===== src/rtl/sync_fifo_param.sv =====
// sync_fifo_param: single-clock parametrised FIFO with an occupancy count,
// registered almost-full/almost-empty flags and one-cycle overflow/underflow
// pulses.
//
// Optional build macro SYNC_FIFO_FWFT_EN selects first-word-fall-through
// reads. Without it, reads have one cycle of registered latency.
//
// Ports:
//   clock        : single clock, rising edge
//   reset        : asynchronous, active-high reset
//   write_enable : push request; accepted when the FIFO is not full
//   write_data   : push data (DATA_W bits)
//   read_enable  : pop request (an acknowledge in FWFT mode); accepted when
//                  the FIFO is not empty
//   read_data    : popped word (in FWFT mode, the head word)
//   read_valid   : read_data holds a valid word
//   full, empty  : count == DEPTH, count == 0
//   almost_full  : count >= AF_THRESH
//   almost_empty : count <= AE_THRESH
//   count        : occupancy, 0..DEPTH
//   overflow     : one-cycle pulse after a rejected write
//   underflow    : one-cycle pulse after a rejected read
//
// Handshake: a push is accepted on a rising edge when write_enable=1 and
// full=0. A pop is accepted on a rising edge when read_enable=1 and empty=0.
// Both decisions use the registered flags only, so the flags never depend
// combinationally on the inputs.
module sync_fifo_param #(
  parameter int DATA_W    = 8,
  parameter int DEPTH     = 8,
  parameter int AF_THRESH = 6,
  parameter int AE_THRESH = 2
) (
  input  logic                         clock,
  input  logic                         reset,
  input  logic                         write_enable,
  input  logic [DATA_W-1:0]            write_data,
  input  logic                         read_enable,
  output logic [DATA_W-1:0]            read_data,
  output logic                         read_valid,
  output logic                         full,
  output logic                         empty,
  output logic                         almost_full,
  output logic                         almost_empty,
  output logic [$clog2(DEPTH+1)-1:0]   count,
  output logic                         overflow,
  output logic                         underflow
);

  localparam int ADDR_W = $clog2(DEPTH);
  localparam int CNT_W  = $clog2(DEPTH+1);
  localparam logic [CNT_W-1:0] AF_T  = CNT_W'(AF_THRESH);
  localparam logic [CNT_W-1:0] AE_T  = CNT_W'(AE_THRESH);
  localparam logic [CNT_W-1:0] FULL_T = CNT_W'(DEPTH);

  logic [DATA_W-1:0] mem [DEPTH];
  logic [ADDR_W:0]   wptr, rptr;
  logic [ADDR_W:0]   wptr_n, rptr_n;
  logic [CNT_W-1:0]  count_n;
  logic              wr_acc, rd_acc;

  assign wr_acc = write_enable && !full;
  assign rd_acc = read_enable && !empty;

  // Pointers carry one extra bit, so their difference modulo 2*DEPTH is the
  // occupancy. Full (DEPTH) and empty (0) remain distinct values.
  always_comb begin
    wptr_n  = wptr + (ADDR_W+1)'(wr_acc);
    rptr_n  = rptr + (ADDR_W+1)'(rd_acc);
    count_n = CNT_W'(wptr_n - rptr_n);
  end

  always_ff @(posedge clock or posedge reset) begin
    if (reset) begin
      wptr         <= '0;
      rptr         <= '0;
      count        <= '0;
      full         <= 1'b0;
      empty        <= 1'b1;
      almost_full  <= 1'b0;
      almost_empty <= 1'b1;
      overflow     <= 1'b0;
      underflow    <= 1'b0;
    end else begin
      wptr         <= wptr_n;
      rptr         <= rptr_n;
      count        <= count_n;
      full         <= (count_n == FULL_T);
      empty        <= (count_n == '0);
      almost_full  <= (count_n >= AF_T);
      almost_empty <= (count_n <= AE_T);
      overflow     <= write_enable && full;
      underflow    <= read_enable && empty;
    end
  end

  // Storage is not reset; only written locations are ever presented.
  always_ff @(posedge clock) begin
    if (wr_acc) mem[wptr[ADDR_W-1:0]] <= write_data;
  end

`ifdef SYNC_FIFO_FWFT_EN
  // The head word falls through. read_valid is the registered non-empty
  // flag. The data is forced to zero while empty, so the output never shows
  // an unwritten location.
  assign read_valid = !empty;
  assign read_data  = empty ? '0 : mem[rptr[ADDR_W-1:0]];
`else
  // Registered read: data appears one cycle after the accepted pop. The data
  // holds its last value when no pop is accepted.
  always_ff @(posedge clock or posedge reset) begin
    if (reset) begin
      read_valid <= 1'b0;
      read_data  <= '0;
    end else begin
      read_valid <= rd_acc;
      if (rd_acc) read_data <= mem[rptr[ADDR_W-1:0]];
    end
  end
`endif

endmodule


===== config.mk =====
export PLATFORM = sky130hd
export DESIGN_NAME = sync_fifo_param
export DESIGN_NICKNAME = d
export VERILOG_FILES = /design/src/rtl/sync_fifo_param.sv
export SDC_FILE = /design/constraint.sdc
export NUM_CORES = 1
export LEC_CHECK = 0
export CAP_MARGIN = 25
export CORE_UTILIZATION = 24
export DETAILED_ROUTE_END_ITERATION = 10
export PLACE_DENSITY = 0.46
export SYNTH_ARGS = -nofsm -noshare
export SYNTH_HDL_FRONTEND = slang
export SYNTH_SLANG_ARGS = --single-unit

===== constraint.sdc =====
create_clock -name clock -period 3.2 [get_ports clock]
set_input_delay 0.64 -clock clock [delete_from_list [all_inputs] [get_ports clock]]
set_output_delay 0.64 -clock clock [all_outputs]
set_load 0.005 [all_outputs]

After elaboration in Yosys (flattened, before gate mapping)
Memories as Yosys holds them, arrays and structs flattened. A register that Yosys moved wholly into a read port is not among the register bits.
Cells that the tools add are included.
{"block": "classes", "n_mux": 2, "n_reduce_logical": 7, "addsub": 3, "n_eq_ne": 1, "order_cmp": 2}
{"cell": "$add A4 B1 Y4", "n": 2}
{"cell": "$eq A4 B4 Y1 const B", "n": 1}
{"cell": "$ge A4 B3 Y1 const B", "n": 1}
{"cell": "$le A4 B2 Y1 const B", "n": 1}
{"cell": "$logic_and A1 B1 Y1", "n": 4}
{"cell": "$logic_not A4 Y1", "n": 1}
{"cell": "$sub A4 B4 Y4", "n": 1}
{"cell": "$logic_not A1 Y1", "n": 2}
{"cell": "$mux W1", "n": 2}
{"block": "word_totals", "output_inout_bits": 19, "wordCells": 26, "register_bits": 19, "ram_bits": 64, "inputBits": 12, "n_memories": 1}
{"name": "mem", "depth": 8, "width": 8, "read_ports": 1, "rd_clocked_by_memory_dff": 1, "write_ports": 1, "line": "56", "rtl": "logic [DATA_W-1:0] mem [DEPTH];"}

Longest topological paths before layout
Gate-level depths: netlist of the first run.
{"block": "logic_depth", "word_depth": 5, "depth_mapped": 11, "mapped_depth_nobuf": 10}

Worst setup path after synthesis of the first run
No wires, ideal clock.
{"block": "synth_path", "kind": "input to register", "startpoint": "input read_enable", "endpoint": "register full", "arrival_ps": 2681, "path_stages": 11, "n_path_buf": 1, "setup_slack_ps": 399, "setup_ps": 120, "required_time_ps": 3080, "path_cell_list": "nand2b_1 -> clkbuf_1 -> clkinv_1 -> ha_1 -> nand2_1 -> xnor2_1 -> inv_1 -> ha_1 -> a21oi_1 -> xnor3_2 -> and4_1"}
{"block": "synth_via", "elab_chain_len": 4}
{"item": "start, declared", "line": "38", "rtl": "input logic read_enable,"}
{"item": "$logic_and A1 B1 Y1", "line": "63", "rtl": "assign rd_acc = read_enable && !empty;"}
{"item": "net rd_acc", "line": "60", "rtl": "logic wr_acc, rd_acc;"}
{"item": "$add A4 B1 Y4", "line": "69", "rtl": "rptr_n = rptr + (ADDR_W+1)'(rd_acc);"}
{"item": "net rptr_n[2]", "line": "58", "rtl": "logic [ADDR_W:0] wptr_n, rptr_n;"}
{"item": "$sub A4 B4 Y4", "line": "70", "rtl": "count_n = CNT_W'(wptr_n - rptr_n);"}
{"item": "net count_n[3]", "line": "59", "rtl": "logic [CNT_W-1:0] count_n;"}
{"item": "$eq A4 B4 Y1", "line": "88", "rtl": "full <= (count_n == FULL_T);"}
{"item": "end signal, assigned", "line": "88"}
{"item": "end, declared", "line": "41", "rtl": "output logic full,"}
The timed path passes the listed nets, and every way through them passes these cells.

Worst setup path in the final report of the first run
{"block": "layout_path", "startpoint": "input write_enable", "endpoint": "register full"}
{"block": "layout_via", "elab_chain_len": 4}
{"item": "start, declared", "line": "36", "rtl": "input logic write_enable,"}
{"item": "$logic_and A1 B1 Y1", "line": "62", "rtl": "assign wr_acc = write_enable && !full;"}
{"item": "$add A4 B1 Y4", "line": "68", "rtl": "wptr_n = wptr + (ADDR_W+1)'(wr_acc);"}
{"item": "net wptr_n[1]", "line": "58"}
{"item": "$sub A4 B4 Y4", "line": "70"}
{"item": "net count_n[3]", "line": "59"}
{"item": "$eq A4 B4 Y1", "line": "88"}
The timed path passes the listed nets, and every way through them passes these cells.

==> results of run 1 <==
metal layers:
metal | routed length (um) | share of wire | global-route usage
met1 | 3400 | 0.47 | 0.126
met2 | 3500 | 0.48 | 0.165
met4 | 138 | 0.019 | 0.0468
met5 | 0 | 0 | 0
met3 | 196 | 0.027 | 0.0279
critical path, stage by stage:
cell             delay, ns
clkdlybuf4s50_1       0.46
nor2b_1               0.19
ha_1                  0.20
ha_1                  0.26
ha_1                  0.29
a21o_1                0.16
a21oi_1               0.15
xnor3_2               0.32
and4_1                0.22
flip-flops by register name (all words and copies together), names as in the netlist, 4 cells and up:
signal	cells
wptr	4
mem	64
count	4
rptr	4
read_data	8
layout by cell type (no fill, tap or decap), types with 2 or more instances in the layout:
master           Yosys  layout
a21o_1               2       2
a22oi_1             16      16
and2_1               2       2
buf_4                0      15
clkbuf_1             4       2
clkbuf_16            0       9
clkdlybuf4s50_1      0      30
clkinv_2             0       3
dfrtp_1             25      25
dfstp_2              2       2
edfxtp_1            64      64
ha_1                 7       7
inv_1               10      10
mux2i_1             32      32
nand2_1             19      19
nand2b_1             4       4
nand3_1              9       9
nor2_1               7       7
nor2b_1              2       2
nor3_1               2       2
xnor2_1              3       3
xor2_1               2       2
cells by family after synthesis:
family,Yosys count
mux,32
simple gates,50
flops,91
buf+inv,19
fa+ha+maj,8
compound gates,20
xor+xnor,7
stage by stage:
step | power, uW | worst slack (ns) | util | instances | hold WS (ns)
3_5_place_dp | 3350 | 0.177 | 0.288 | 448 | 0.467
3_3_place_gp | 3330 | 0.220 | 0.288 | 448 | 0.459
5_1_grt | 4620 | 0.369 | 0.308 | 464 | 0.512
6_report | 4330 | 0.532 | 0.308 | 464 | 0.476
2_1_floorplan | 2780 | 0.399 | - | 227 | 0.444
4_1_cts | 4400 | 0.530 | 0.308 | 464 | 0.481
path summary, 6_finish.rpt:
kind | startpoint | endpoint | slack (ns) | depth (start not counted)
max in group asynchronous | reset | almost_empty | 2.19 | 3
min in group asynchronous | reset | read_data[7] | 0.68 | 3
worst max register to register | empty | full | 0.73 | 10
worst min register to register | read_data[3] | read_data[3] | 0.48 | 2
worst min-delay path | read_data[3] | read_data[3] | 0.48 | 2
worst max-delay path | write_enable | full | 0.53 | 9
power groups by stage:
stage               sequential [uW]  combinational, uW  clock (uW)
finish                         1690               1620        1030
global route                   1720               1810        1100
CTS                            1690               1650        1050
detailed placement             1710               1640           0
global placement               1710               1630           0
floorplan                      1700               1080           0
cell type report:
cell class                 count  area, um2  share of cell area
timing repair buffer          45        413              0.0920
multi-input combinational    117        916               0.204
sequential                    91       2600               0.579
clock buffer                  11        233              0.0519
tap                          184        230              0.0513
inverter                      11       41.3             0.00920
clock inverter                 5       53.8              0.0120
==> results.toml, run 1 <==
[run_status]
status = "finished clean"

[grt]
grt_max_degree = 33
grt_pass1_wl_mm = 11.5
grt_pass1_vias = 2054
antenna_found_initial = 0
grt_usage = 0.102
grt-ovfl-total = 0

[cells_and_area]
layout.nets = 295
area.growth.synth_to_final_pct = 24.7
drive_above_1_share = 0.132
nFillCells = 1433
stdcell_area_um2 = 4490
antennaDiodeCount = 0

[clock_tree]
cts_hold_buf = 0
path_clk_slew_ns = 0.06
tritoncts = "yes"
cts_made_buffers = 9
ctsResizeCount = 0
post_cts_buffers = 0
ctsHtreeMaxLevel = 3
cts-root-buf = "clkbuf_16"
clk_latency_ns = 0.34
clk_path_buf_depth = 2
clkSinkCount = 91

[detailed_routing]
ant_nets = 0
vias_per_cell = 4.17
drc = 0
first_pass_iters = 4
first_iter_violations = 99
dr_total_vias = 1936
wl_per_cell_um = 15.6
drt_wl_total_mm = 7.24

[synthesis]
synth-xor-area-share = 0.0233
synth_top_family_by_area = "multiplexers"
ys_seq_elements = 91
synth_area_per_cell_um2 = 15.9
synthCells = 227
async_flop_share = 0.297
synthSimpleGateAreaFrac = 0.0699
synth_fa_ha_area_frac = 0.0299
yosysMostFrequentCell = "edfxtp_1"
synth_edf_count = 64
yosysTopAreaCellShare = 0.534
synth_top_area_cell = "edfxtp_1"
ys_types = 31
synthTopCellsByCount = "edfxtp_1, mux2i_1, dfrtp_1"
synthMuxAreaShare = 0.0890
synth_compound_area_frac = 0.0424
syn-cell-area_um2 = 3600
synth_area_leaders = "edfxtp_1, dfrtp_1, mux2i_1"
syn_nets = 247
synthFlopType = "edfxtp_1"
ys_warn_count = 0
synth_seq_area_share = 0.723

[timing]
worst_pin_slew_ns = 0.884
finalMaxSlewViolations = 0
rsz0062_at_grt = "no"
slew_headroom = 0.409
layout_min_cycle_time_ns = 2.67
fin_skew_ns = 0.00847
setup-violations-final = 0
max_freq_mhz = 375
final_hold_viol_count = 0
setup_tns_ns = 0
period_share = 0.834

[placement]
place_hpwl_mm = 4.63
gp_congestion = 0.694
port_buffers = 30
post_dp_cell_area_um2 = 4200

[floorplanning]
fp.dieH_um = 124
start_util = 0.247
ios = 31
die_w_um = 124
core_area_um2 = 14600
rows = 44
die_area_um2 = 15500

[pwr]
power_density_nw_per_um2 = 966
p_leak_uw = 0.00176
sw_frac_of_total = 0.330
internal_power_uw = 2900
p_sw_uw = 1430
share_comb_of_total_power = 0.373
vdd_ir_drop_max_v = 0.000352
clockPowerShare = 0.237
seqPwrFrac = 0.390

[critical_path]
crit_path_end_kind = "register"
critPathArrivalTime_ns = 2.89
path_max_fanout = 5
cp_data_required_time_ns = 3.42
startpoint_type = "input pin"
worstSetupPathType = "in -> reg"

[min_path]
hold_class = "reg -> reg"

[flow_run]
maxCapViolCount = 0
Power figures use the tool's default switching activity.
==> inputs of run 2 (changes only) <==
--- a/config.mk
+++ b/config.mk
@@ -8,7 +8,7 @@
 export CAP_MARGIN = 25
 export CORE_UTILIZATION = 24
 export DETAILED_ROUTE_END_ITERATION = 10
-export PLACE_DENSITY = 0.46
+export PLACE_DENSITY = 0.47
 export SYNTH_ARGS = -nofsm -noshare
 export SYNTH_HDL_FRONTEND = slang
 export SYNTH_SLANG_ARGS = --single-unit
==> constraint.sdc (replaced) <==
create_clock -name clock -period 2.38 [get_ports clock]
set_input_delay 0.476 -clock clock [delete_from_list [all_inputs] [get_ports clock]]
set_output_delay 0.476 -clock clock [all_outputs]
set_load 0.005 [all_outputs]
==> run 2 against run 1 <==
Combinational power is 62% higher. Sequential share of layout area shrank 2.3 points. Power is 46% higher. First-iteration DRC count increased by 11%. Critical path depth did not move. Non-clock buffer count increased by 10. Register-to-register slack worse by 0.63 ns. Sequential power up 35%. Clock power increased by 36%. Wire length shrank 0.18%. Cell count is 2.2% higher.
==> results.toml, run 2 (synthesis results as in run 1) <==
[run_status]
status = "finished clean"

[detailed_routing]
drc = 0
drt_wl_total_mm = 7.22
vias_per_cell = 4.11
first_pass_iters = 4
wl_per_cell_um = 15.2
ant_nets = 0
dr_total_vias = 1948
first_iter_violations = 110

[clock_tree]
cts-root-buf = "clkbuf_16"
ctsHtreeMaxLevel = 3
clkSinkCount = 91
cts_hold_buf = 0
clk_path_buf_depth = 2
cts_made_buffers = 9
tritoncts = "yes"
path_clk_slew_ns = 0.07
clk_latency_ns = 0.33

[timing]
final_hold_viol_count = 0
rsz0062_at_grt = "no"
finalMaxSlewViolations = 0
setup-violations-final = 0
hold_slack_ns = 0.401
slew_headroom = 0.620
fin_skew_ns = 0.00656
period_share = 0.959
worst_pin_slew_ns = 0.569
max_freq_mhz = 438
setup_ws_ns = 0.0982
layout_min_cycle_time_ns = 2.28

[cells_and_area]
nFillCells = 1400
area.growth.synth_to_final_pct = 29.9
drive_above_1_share = 0.217
layout.nets = 305
largest_register_ffs = 64
final_cells = 474
mostFrequentLayoutCells = "edfxtp_1, mux2i_1, clkdlybuf4s50_1, dfrtp_1, buf_4"
antennaDiodeCount = 0
layout_commonest_cell = "edfxtp_1"
fin_util = 0.320

[critical_path]
worstSetupPathType = "reg -> reg"
path_max_fanout = 5
crit_path_max_incr_delay_ns = 0.54
cp_cell_sequence = "nand2b_4, clkinv_4, ha_2, xnor2_2, ha_1, a21o_1, a21oi_2, xnor3_2, and4_1"
slowest_stage = "dfstp_2"
critPathArrivalTime_ns = 2.50
cp_data_required_time_ns = 2.60
startpoint_type = "register"
crit_path_end_kind = "register"
path_delay_family = "flip-flops"
crit_buf_inv = 1

[pwr]
p_leak_uw = 0.00184
p_sw_uw = 2060
vdd_ir_drop_max_v = 0.000403
seqPwrFrac = 0.362
share_comb_of_total_power = 0.416
internal_power_uw = 4240
sw_frac_of_total = 0.327
clockPowerShare = 0.222
power_density_nw_per_um2 = 1350

[placement]
place_hpwl_mm = 4.56
port_buffers = 30
gp_congestion = 0.687
dp_slack_ns = -0.511
dp_cells = 454

[grt]
grt_pass1_wl_mm = 11.2
grt_pass1_vias = 2000
grt-ovfl-total = 0
grt_usage = 0.0974
grt_max_degree = 33
antenna_found_initial = 0

[floorplanning]
ios = 31
start_util = 0.247
fp.dieH_um = 124
die_area_um2 = 15500
core_area_um2 = 14600
die_w_um = 124
rows = 44

[min_path]
hold_class = "in -> reg"

[flow_run]
maxCapViolCount = 0
## run 2: power by group through the flow
stage                     clock (uW)  sequential (uW)  combinational (uW)
after floorplan                    0             2280                1470
final                           1400             2280                2630
after global placement             0             2280                2390
after CTS                       1440             2270                2470
after global routing            1500             2330                2900
after detailed placement           0             2300                2390
## run 2: area by class of cell
type                            count  area, um2  area share
Sequential cell                    91       2600       0.556
Multi-Input combinational cell    117       1010       0.216
Timing Repair Buffer               55        493       0.105
Tap cell                          184        230      0.0492
Clock buffer                       10        229      0.0490
Clock inverter                      6       65.1      0.0139
Inverter                           11       46.3     0.00990
## run 2: repair_timing
item / in CTS / in global routing
gates resized for setup: 5 / 13
buffers inserted: 1 / 3
pin swaps: 2 / 2
endpoints found under the setup margin: 4 / 5
## run 2: path summary, 6_finish.rpt
kind / start / endpoint / slack, ns / cells after the start
max: empty / full / 0.1 / 9
min: write_enable / overflow / 0.40 / 2
max reg2reg: empty / full / 0.1 / 9
min reg2reg: read_data[5] / read_data[5] / 0.47 / 2
max in group asynchronous: reset / almost_empty / 1.58 / 3
min in group asynchronous: reset / read_data[7] / 0.51 / 3
## run 2: per-layer routing
metal | up-vias | routed length [um] | GRT usage
li1 | 943 | - | -
met1 | 961 | 3580 | 0.136
met2 | 34 | 3300 | 0.147
met3 | 10 | 208 | 0.0155
met4 | 0 | 129 | 0.0468
met5 | - | 0 | 0
## run 2: per-stage QoR
step | total power [uW] | cell area [um2] | setup TNS, ns
floorplan | 3750 | 3620 | 0
global placement | 4680 | 4250 | -2.29
detailed placement | 4690 | 4250 | -2.65
CTS | 6190 | 4580 | 0
global route | 6730 | 4680 | 0
finish | 6300 | 4680 | 0
## run 2: worst reg2reg max path: stages, from the launching register on
cell	delay, ns
dfstp_2	0.54
nand2b_4	0.14
clkinv_4	0.06
ha_2	0.18
xnor2_2	0.14
ha_1	0.30
a21o_1	0.17
a21oi_2	0.14
xnor3_2	0.32
and4_1	0.21
